$ cat src/rtl/note_scheduler.sv
// rtl/note_scheduler.sv - 12-channel time-multiplexed tone scheduler with saturating mixer
// Define NOTE_SAW_EN to add the sawtooth waveform mode toggled by modekey.
module note_scheduler #(
   parameter int unsigned SAMPLE_DIV = 256,
   parameter logic [7:0]  AMP        = 8'd64
) (
   input  logic        clk,
   input  logic        n_rst,
   input  logic [11:0] keys,
   input  logic        modekey,
   output logic [7:0]  sample_out,
   output logic        sample_valid,
   output logic [11:0] active,
   output logic        mode,
   output logic        busy
);

   typedef enum logic [1:0] {IDLE, SCAN, DONE} state_t;

   state_t      state, state_nxt;
   logic [15:0] tick_cnt;
   logic        tick;
   logic [3:0]  ch;
   logic [15:0] count [12];
   logic [11:0] level;
   logic [11:0] acc;

   logic [15:0] div_cur;
   logic [16:0] sum;
   logic        wrap;
   logic [15:0] count_nxt;
   logic        level_nxt;
   logic [7:0]  value;
   logic [11:0] acc_nxt;
   logic [7:0]  sample_sat;

   function automatic logic [15:0] div_of(input logic [3:0] idx);
      case (idx)
         4'd0:    div_of = 16'd38223;
         4'd1:    div_of = 16'd36077;
         4'd2:    div_of = 16'd34052;
         4'd3:    div_of = 16'd32141;
         4'd4:    div_of = 16'd30337;
         4'd5:    div_of = 16'd28635;
         4'd6:    div_of = 16'd27027;
         4'd7:    div_of = 16'd25511;
         4'd8:    div_of = 16'd24079;
         4'd9:    div_of = 16'd22727;
         4'd10:   div_of = 16'd21452;
         default: div_of = 16'd20248;
      endcase
   endfunction

   assign tick = (tick_cnt == 16'(SAMPLE_DIV - 1));
   assign busy = (state == SCAN);

   // Shared per-channel datapath; the result is never wider than 16 bits, so the
   // subtraction can safely be done modulo 2^16.
   always_comb begin
      div_cur   = div_of(ch);
      sum       = {1'b0, count[ch]} + 17'(SAMPLE_DIV);
      wrap      = (sum >= {1'b0, div_cur});
      count_nxt = wrap ? (sum[15:0] - div_cur) : sum[15:0];
      level_nxt = level[ch] ^ wrap;
`ifdef NOTE_SAW_EN
      if (mode)
         value = {2'b00, count[ch][15:10]};
      else
         value = level_nxt ? AMP : 8'd0;
`else
      value = level_nxt ? AMP : 8'd0;
`endif
      if (!active[ch])
         value = 8'd0;
      acc_nxt    = acc + {4'd0, value};
      sample_sat = (acc_nxt > 12'd255) ? 8'hFF : acc_nxt[7:0];
   end

   always_comb begin
      state_nxt = state;
      case (state)
         IDLE:    if (tick) state_nxt = SCAN;
         SCAN:    if (ch == 4'd11) state_nxt = DONE;
         DONE:    state_nxt = IDLE;
         default: state_nxt = IDLE;
      endcase
   end

   always_ff @(posedge clk or posedge n_rst) begin
      if (n_rst) begin
         state        <= IDLE;
         tick_cnt     <= '0;
         ch           <= '0;
         level        <= '0;
         acc          <= '0;
         active       <= '0;
         sample_out   <= '0;
         sample_valid <= 1'b0;
         for (int i = 0; i < 12; i++)
            count[i] <= '0;
      end else begin
         state        <= state_nxt;
         tick_cnt     <= tick ? 16'd0 : tick_cnt + 16'd1;
         sample_valid <= 1'b0;
         case (state)
            IDLE: begin
               if (tick) begin
                  active <= keys;
                  acc    <= '0;
                  ch     <= '0;
               end
            end
            SCAN: begin
               // A released note is parked at phase 0 so a re-press starts clean.
               if (active[ch]) begin
                  count[ch] <= count_nxt;
                  level[ch] <= level_nxt;
               end else begin
                  count[ch] <= '0;
                  level[ch] <= 1'b0;
               end
               acc <= acc_nxt;
               ch  <= ch + 4'd1;
               if (ch == 4'd11) begin
                  sample_out   <= sample_sat;
                  sample_valid <= 1'b1;
               end
            end
            default: ;
         endcase
      end
   end

`ifdef NOTE_SAW_EN
   logic pend;

   // Pending flag counts modekey pulses mod 2; a pulse on the tick cycle belongs to the next period.
   always_ff @(posedge clk or posedge n_rst) begin
      if (n_rst) begin
         mode <= 1'b0;
         pend <= 1'b0;
      end else if (state == IDLE && tick) begin
         mode <= mode ^ pend;
         pend <= modekey;
      end else if (modekey) begin
         pend <= ~pend;
      end
   end
`else
   logic unused_modekey;
   assign unused_modekey = modekey;
   assign mode           = 1'b0;
`endif

endmodule

$ cat config.mk
export PLATFORM = sky130hd
export DESIGN_NAME = note_scheduler
export DESIGN_NICKNAME = d
export VERILOG_FILES = /design/src/rtl/note_scheduler.sv
export SDC_FILE = /design/constraint.sdc
export NUM_CORES = 1
export LEC_CHECK = 0
export BUFFER_PORTS_ARGS = -buffer_cell sky130_fd_sc_hd__buf_2
export CORE_AREA = 2 2 187 189
export DETAILED_ROUTE_END_ITERATION = 7
export DIE_AREA = 0 0 189 191
export PLACE_DENSITY_LB_ADDON = 0.12
export SLEW_MARGIN = 10
export SYNTH_ARGS = -nofsm -noshare
export SYNTH_HDL_FRONTEND = slang
export SYNTH_SLANG_ARGS = --single-unit
$ cat constraint.sdc
create_clock -name clk -period 7.95 [get_ports clk]
set_clock_uncertainty 0.1 [all_clocks]
set_input_delay 1.1925 -clock clk [delete_from_list [all_inputs] [get_ports clk]]
set_output_delay 1.1925 -clock clk [all_outputs]
set_load 0.05 [all_outputs]
### After elaboration in Yosys (flattened, before gate mapping)

Memory sizes are Yosys's and may differ from the RTL's.
Cells that the tools add are included.

| word-level totals | value |
|---|---|
| memory bits (read-only) | 256 |
| bits of input ports | 15 |
| memories | 1 |
| bits in registers | 259 |
| logic and storage cells | 80 |

| cells by class | value |
|---|---|
| $add $sub $neg | 5 |
| multiplexer cells | 29 |
| equal/unequal tests | 5 |
| $lt $le $gt $ge | 6 |
| reductions and logical operators | 8 |
| bitwise operators | 6 |

Memory list:

| name | words | width | read ports | clocked after memory_dff | wr ports | RTL line | source |
|---|---|---|---|---|---|---|---|
| (name not given) | 16 | 16 | 1 | 0 | 0 | 38 | `case (idx)` |

Operators by type and width:

| cell | number |
|---|---|
| 192-bit bitwise AND | 1 |
| 192-bit bitwise mux | 1 |
| 192-bit 2-to-1 mux | 1 |
| 192-bit inverter | 1 |
| 16-bit 2-to-1 mux | 5 |
| 16-bit binary-select mux with 4-bit select | 1 |
| 16-bit demux with 4-bit select | 1 |
| 12-bit 2-to-1 mux | 2 |
| 12-bit one-hot mux with 2 select lines | 1 |
| 16-bit by 9-bit adder with 17-bit output, second input constant | 1 |
| 17-bit by 16-bit >= comparator with 1-bit output | 1 |
| 16-bit by 1-bit adder with 16-bit output, second input constant | 1 |
| 16-bit by 8-bit == test with 1-bit output, second input constant | 1 |
| 16-bit subtractor | 1 |
| 7-bit 2-to-1 mux | 2 |
| 12-bit by 8-bit adder with 12-bit output | 1 |
| 12-bit bitwise AND | 1 |
| 12-bit bitwise mux | 1 |
| 12-bit by 8-bit greater-than comparator with 1-bit output, second input constant | 1 |
| 12-bit inverter | 1 |
| 1-bit binary-select mux with 4-bit select | 2 |
| 8-bit 2-to-1 mux | 1 |
| 4-bit one-hot mux with 2 select lines | 1 |
| 2-bit AND reduction | 4 |
| other kinds (19) | 25 |

### Logic depth before layout (Yosys ltp)

| depth | value |
|---|---|
| word-level depth | 12 |
| mapped depth | 28 |

### Least setup slack after synthesis

OpenSTA, ideal clock, no wires.

| path | value |
|---|---|
| path kind | flip-flop to flip-flop |
| from | reg ch[1] |
| to | reg sample_out[6] |
| data required time | 7.729 ns |
| path buffers | 8 |
| library setup time | 0.121 ns |
| data arrival time | 5.665 ns |
| path slack | 2.064 ns |
| stages on the path, launching flop included | 29 |
| period minus slack after synthesis | 5.886 ns |
| cell sequence | dfrtp_1 -> buf_2 -> buf_2 -> buf_2 -> buf_2 -> buf_2 -> buf_1 -> inv_1 -> ha_1 -> clkbuf_1 -> a21oi_1 -> o22ai_1 -> inv_1 -> ha_1 -> nor2b_1 -> o31a_1 -> o21ai_0 -> a21boi_0 -> and4b_1 -> nor3_1 -> a21oi_1 -> nor3b_1 -> buf_2 -> ha_1 -> nand3_1 -> nor2_1 -> xnor2_1 -> o211ai_1 -> o22a_1 |

| between the ends | value |
|---|---|
| longest elaborated chain between the ends | 12 |

RTL lines:

| element | RTL line | source |
|---|---|---|
| start, declared | 23 | `logic [3:0] ch;` |
| start signal, assigned | 123 | `ch <= ch + 4'd1;` |
| 4-bit inverter with 5-bit output (implied by the code) | 61 | `sum = {1'b0, count[ch]} + 17'(SAMPLE_DIV);` |
| 16-bit binary-select mux with 4-bit select | 61 |  |
| 16-bit 2-to-1 mux (implied by the code) (2 in a row) | 61 |  |
| 16-bit by 9-bit adder with 17-bit output | 61 |  |
| 17-bit by 16-bit >= comparator with 1-bit output | 62 | `wrap = (sum >= {1'b0, div_cur});` |
| 1-bit XOR | 64 | `level_nxt = level[ch] ^ wrap;` |
| 7-bit 2-to-1 mux | 71 | `value = level_nxt ? AMP : 8'd0;` |
| 7-bit 2-to-1 mux | 73 | `if (!active[ch])` |
| 12-bit by 8-bit adder with 12-bit output | 75 | `acc_nxt = acc + {4'd0, value};` |
| 12-bit by 8-bit greater-than comparator with 1-bit output | 76 | `sample_sat = (acc_nxt > 12'd255) ? 8'hFF : acc_nxt[7:0];` |
| 8-bit 2-to-1 mux | 76 |  |
| end signal, assigned | 125 | `sample_out <= sample_sat;` |
| end, declared | 11 | `output logic [7:0] sample_out,` |

Several ways; a longest one is shown, not always the timed one. The select of a mux whose other input is x is not followed.
A chain may end at the register's enable or synchronous reset.

### Worst setup path after layout

| path | value |
|---|---|
| from | reg ch[0] |
| to | reg sample_out[7] |

The elaborated chain is that of the path after synthesis.

==> results.md <==
- Synthesis handed over a netlist of 1197 instances.
- The final count of negative-setup-slack endpoints is 0.
- Summing over every cut layer, the via total after detailed routing is 9436.
- Clock-pin slew was measured on the worst setup and hold paths at 0.06 ns.
- The final routed wire length divided by cell count is 22.6 µm.
- Gates resized during post-CTS repair numbered 0.
- The share of synthesized area in the top cell type comes to 0.484.
- At the worst endpoint, the required time is 8.29 ns.
- Summed over all layers, the global routing overflow is 0.
- The chip height is 191 µm.
- The setup TNS after final layout is 0 ns.
- Setup repair after global routing left no endpoint under its margin.
- The maximum vdd ir drop is 0.000144 V.
- The tightest min-delay check is of the flop to flop type.
- The Yosys step of the flow raised 0 warnings.
- The kind of start point of the critical path is a flop.
- The highest achievable clock rate is 0.154 GHz.
- The wire length of the first global-routing pass is 58900 µm.
- Among the stages of the critical path, the cell type that occurs most often is ha_1.
- Before antenna repair, the detailed router went through 5 iterations.
- In the synthesized netlist the dominant register cell turns out to be dfrtp_1.
- The number of levels in the clock H-tree is 1.
- The number of antenna diodes in the final layout is 0.
- The overall routed net length is 37800 µm.
- The post-synthesis to final-layout area growth is 11.9%.
- The combined global-route utilization of all metal layers is 0.215.
- The final standard cell utilization of the core is 0.420.
- The kind of critical path is flop to flop.
- The final count of pins violating max slew came to 0.
- The highest fanout seen on the critical path is 30.
- The share of the Yosys chip area taken by registers is 0.484.
- The slowest stage of the critical path is the dfrtp_4 cell.
- At the worst endpoint, the arrival time is 6.81 ns.
- The congestion estimate from routability-driven global placement came to 0.887.
- In the routed design, unresolved DRC markers number 0.
- The leakage component of the power is 6.35 nW.
- The count of boundary I/O pins is 38.
- Walking the worst path, the cells encountered are mux4_2 > mux2i_1 > o21ai_0 > ha_1 > nand3_1 > o21ai_1 > nand2_1 > xnor2_1 > ha_1 > a21oi_1 > and3_1 > a21boi_0 > and4b_1 > nor3_1 > a21oi_1 > nor3b_1 > ha_1 > nand3_1 > nor2_1 > xnor2_1 > o211ai_1 > o22a_1.
- Counting every net in the synthesized netlist gives 1243.
- The core region is 34100 µm².
- The cell family contributing the most delay on the critical path is simple AND/OR/NAND/NOR gates.
- The synthesized netlist contains 62 unique library cells.
- The count of buffers added on input and output ports is 35.
- The area taken by flip-flops and latches is 6210 µm².
- The clock tree from TritonCTS is yes.
- The total number of clock tree sinks is 248.
- After synthesis, the share of flip-flops with an asynchronous set or reset is 1.00.
- The critical path contains buffers and inverters numbering 0 combined.
- The hold buffer count at CTS is 0.
- In the final layout, the multi-input gates occupy 6080 µm².
- The count of final hold-check violations is 0.
- The final-layout fill cell count is 3313.
- Summed over all instances, the cell type with the most area after synthesis is dfrtp_1.
- The max-cap violation count is 0.
- The detailed placement HPWL is 24700 µm.
- By count the netlist is led by 248 x dfrtp_1, 237 x nand2_1, 100 x o21ai_0, 59 x a22o_1, 52 x mux4_2.
- In this run the clock root is driven by a clkbuf_16.
- The peak per-stage delay on the critical path is 0.85 ns.
- The clock period could shrink to 6.47 ns.
- The number of global-route vias before repair is 9374.
- Counting flops with a built-in enable in the synthesized netlist gives 0.
- Once the clock tree was built, the setup fixing pass inserted 0 buffers.
- The detail-routed via count per cell is 5.63.
- The max-slew headroom at the worst pin is 0.191.
- The cell row count is 68.
- The number of routed nets with antenna violations is 0.
- Entering global routing, the biggest net connects 141 pins.
- The clock latency at the later pin of the worst-skew pair is 0.55 ns.
- The library cell with the highest instance count after synthesis is dfrtp_1.
- The detailed router finished its first iteration with 837 violations.
- At the pin with the least slew margin, the transition time is 1.21 ns.
- Yosys attributes the largest share of cell area to dfrtp_1 48%, mux4_2 9.1%, nand2_1 6.9%, a22o_1 4.0%, o21ai_0 3.9%.
- The tightest hold margin is 0.367 ns.
- The flow ran to the end, and the final reports show no timing, DRC or antenna violations.
- The effective utilization at floorplan is 0.375.
- The power density over cell area is 183 nW/µm².
- The average cell area after synthesis is 10.7 µm².
- The share of final-layout standard cells stronger than drive strength 1 is 0.178.
- The initial antenna violation count is 1.
- The count of nets after finishing is 1245.
- In the finished design, the share of the clock period the worst path needs comes to 0.814.
- The area enclosed by the die boundary is 36100 µm².
- TritonCTS created 29 clock buffers.
- Summing every instance area after synthesis gives 12800 µm².
- The die is 189 µm wide.
- The critical path endpoint category is a flop.
- After synthesis the netlist holds a flip-flop and latch count of 248.
- Counting along the longest clock path gives a buffer depth of 3.
## flip-flops by register name, indices dropped and copies added (netlist names)
| name | flops |
|---|---|
| sample_valid | 1 |
| sample_out | 3 |
| active | 12 |
| state | 2 |
| count | 192 |
| tick_cnt | 16 |
| ch | 4 |
| acc | 6 |
| level | 12 |
## path summary, 6_finish.rpt
| check | from | end | slack, ns | depth (start not counted) |
|---|---|---|---|---|
| max in group asynchronous | n_rst | count[183] | 5.61 | 3 |
| min reg2reg | tick_cnt[0] | tick_cnt[0] | 0.37 | 1 |
| max reg2reg | ch[0] | sample_out[7] | 1.48 | 22 |
| max | ch[0] | sample_out[7] | 1.48 | 22 |
| min | tick_cnt[0] | tick_cnt[0] | 0.37 | 1 |
| min in group asynchronous | n_rst | tick_cnt[6] | 0.70 | 2 |
## stage by stage
stage               worst slack (ns)  std cells  power [mW]  instance area, µm²
CTS                             1.42       1676        2.66               14300
floorplan                       2.06       1197        1.31               12800
detailed placement              1.45       1623        1.32               13400
global route                   0.861       1676        2.72               14300
finish                          1.48       1676        2.63               14300
global placement                1.55       1623        1.32               13400
## where the power goes
group / leakage, nW / switching, mW / internal (mW)
clock: 0.489 / 0.544 / 0.794
sequential: 3.45 / 0 / 1.26
combinational: 2.42 / 0.0264 / 0.00364
total: 6.35 / 0.570 / 2.06
## logic make-up (layout without fill, tap and decap cells)
| group | count (synthesis) | after routing | synth area share |
|---|---|---|---|
| buffers and inverters | 114 | 138 | 0.0431 |
| and+or+nand+nor | 359 | 359 | 0.122 |
| muxes | 108 | 108 | 0.141 |
| xor gates and xnor gates | 34 | 34 | 0.0232 |
| other | 1 | 1 | 0.000293 |
| AOI/OAI and AO/OA | 302 | 302 | 0.155 |
| DFF | 248 | 248 | 0.484 |
| adders and majority gates | 31 | 31 | 0.0309 |
## layout make-up
cell class | count | area share
clock buffer | 37 | 0.0576
clock inverter | 16 | 0.00951
inverter | 18 | 0.00497
multi-input combinational | 835 | 0.424
sequential | 248 | 0.433
tap | 455 | 0.0397
timing repair buffer | 67 | 0.0307
## cell usage in the layout, fill, tap and decap left out, types with 29 or more instances in the layout
master / instances
a22o_1: 59
nand3_1: 33
buf_4: 30
dfrtp_1: 246
ha_1: 30
mux4_2: 52
mux2_2: 33
nand2_1: 237
clkbuf_16: 29
a21oi_1: 36
o21ai_1: 31
o221ai_1: 33
o21ai_0: 100
buf_2: 35
nor2_1: 32
## worst reg2reg max path, stage by stage, from the launching register on
cell	delay, ns
dfrtp_4	0.85
mux4_2	0.62
mux2i_1	0.30
o21ai_0	0.20
ha_1	0.30
nand3_1	0.07
o21ai_1	0.14
nand2_1	0.12
xnor2_1	0.15
ha_1	0.34
a21oi_1	0.22
and3_1	0.17
a21boi_0	0.21
and4b_1	0.27
nor3_1	0.51
a21oi_1	0.14
nor3b_1	0.46
ha_1	0.30
nand3_1	0.13
nor2_1	0.20
xnor2_1	0.16
o211ai_1	0.18
o22a_1	0.23
## routing by layer
layer  vias up  part of all wire  track usage
met2       236              0.46        0.341
met5         -                 0            0
met1      4796              0.47        0.309
met3        54             0.045       0.0275
li1       4350                 -            -
met4         0             0.026       0.0604
(Power assumes the default switching activity.)
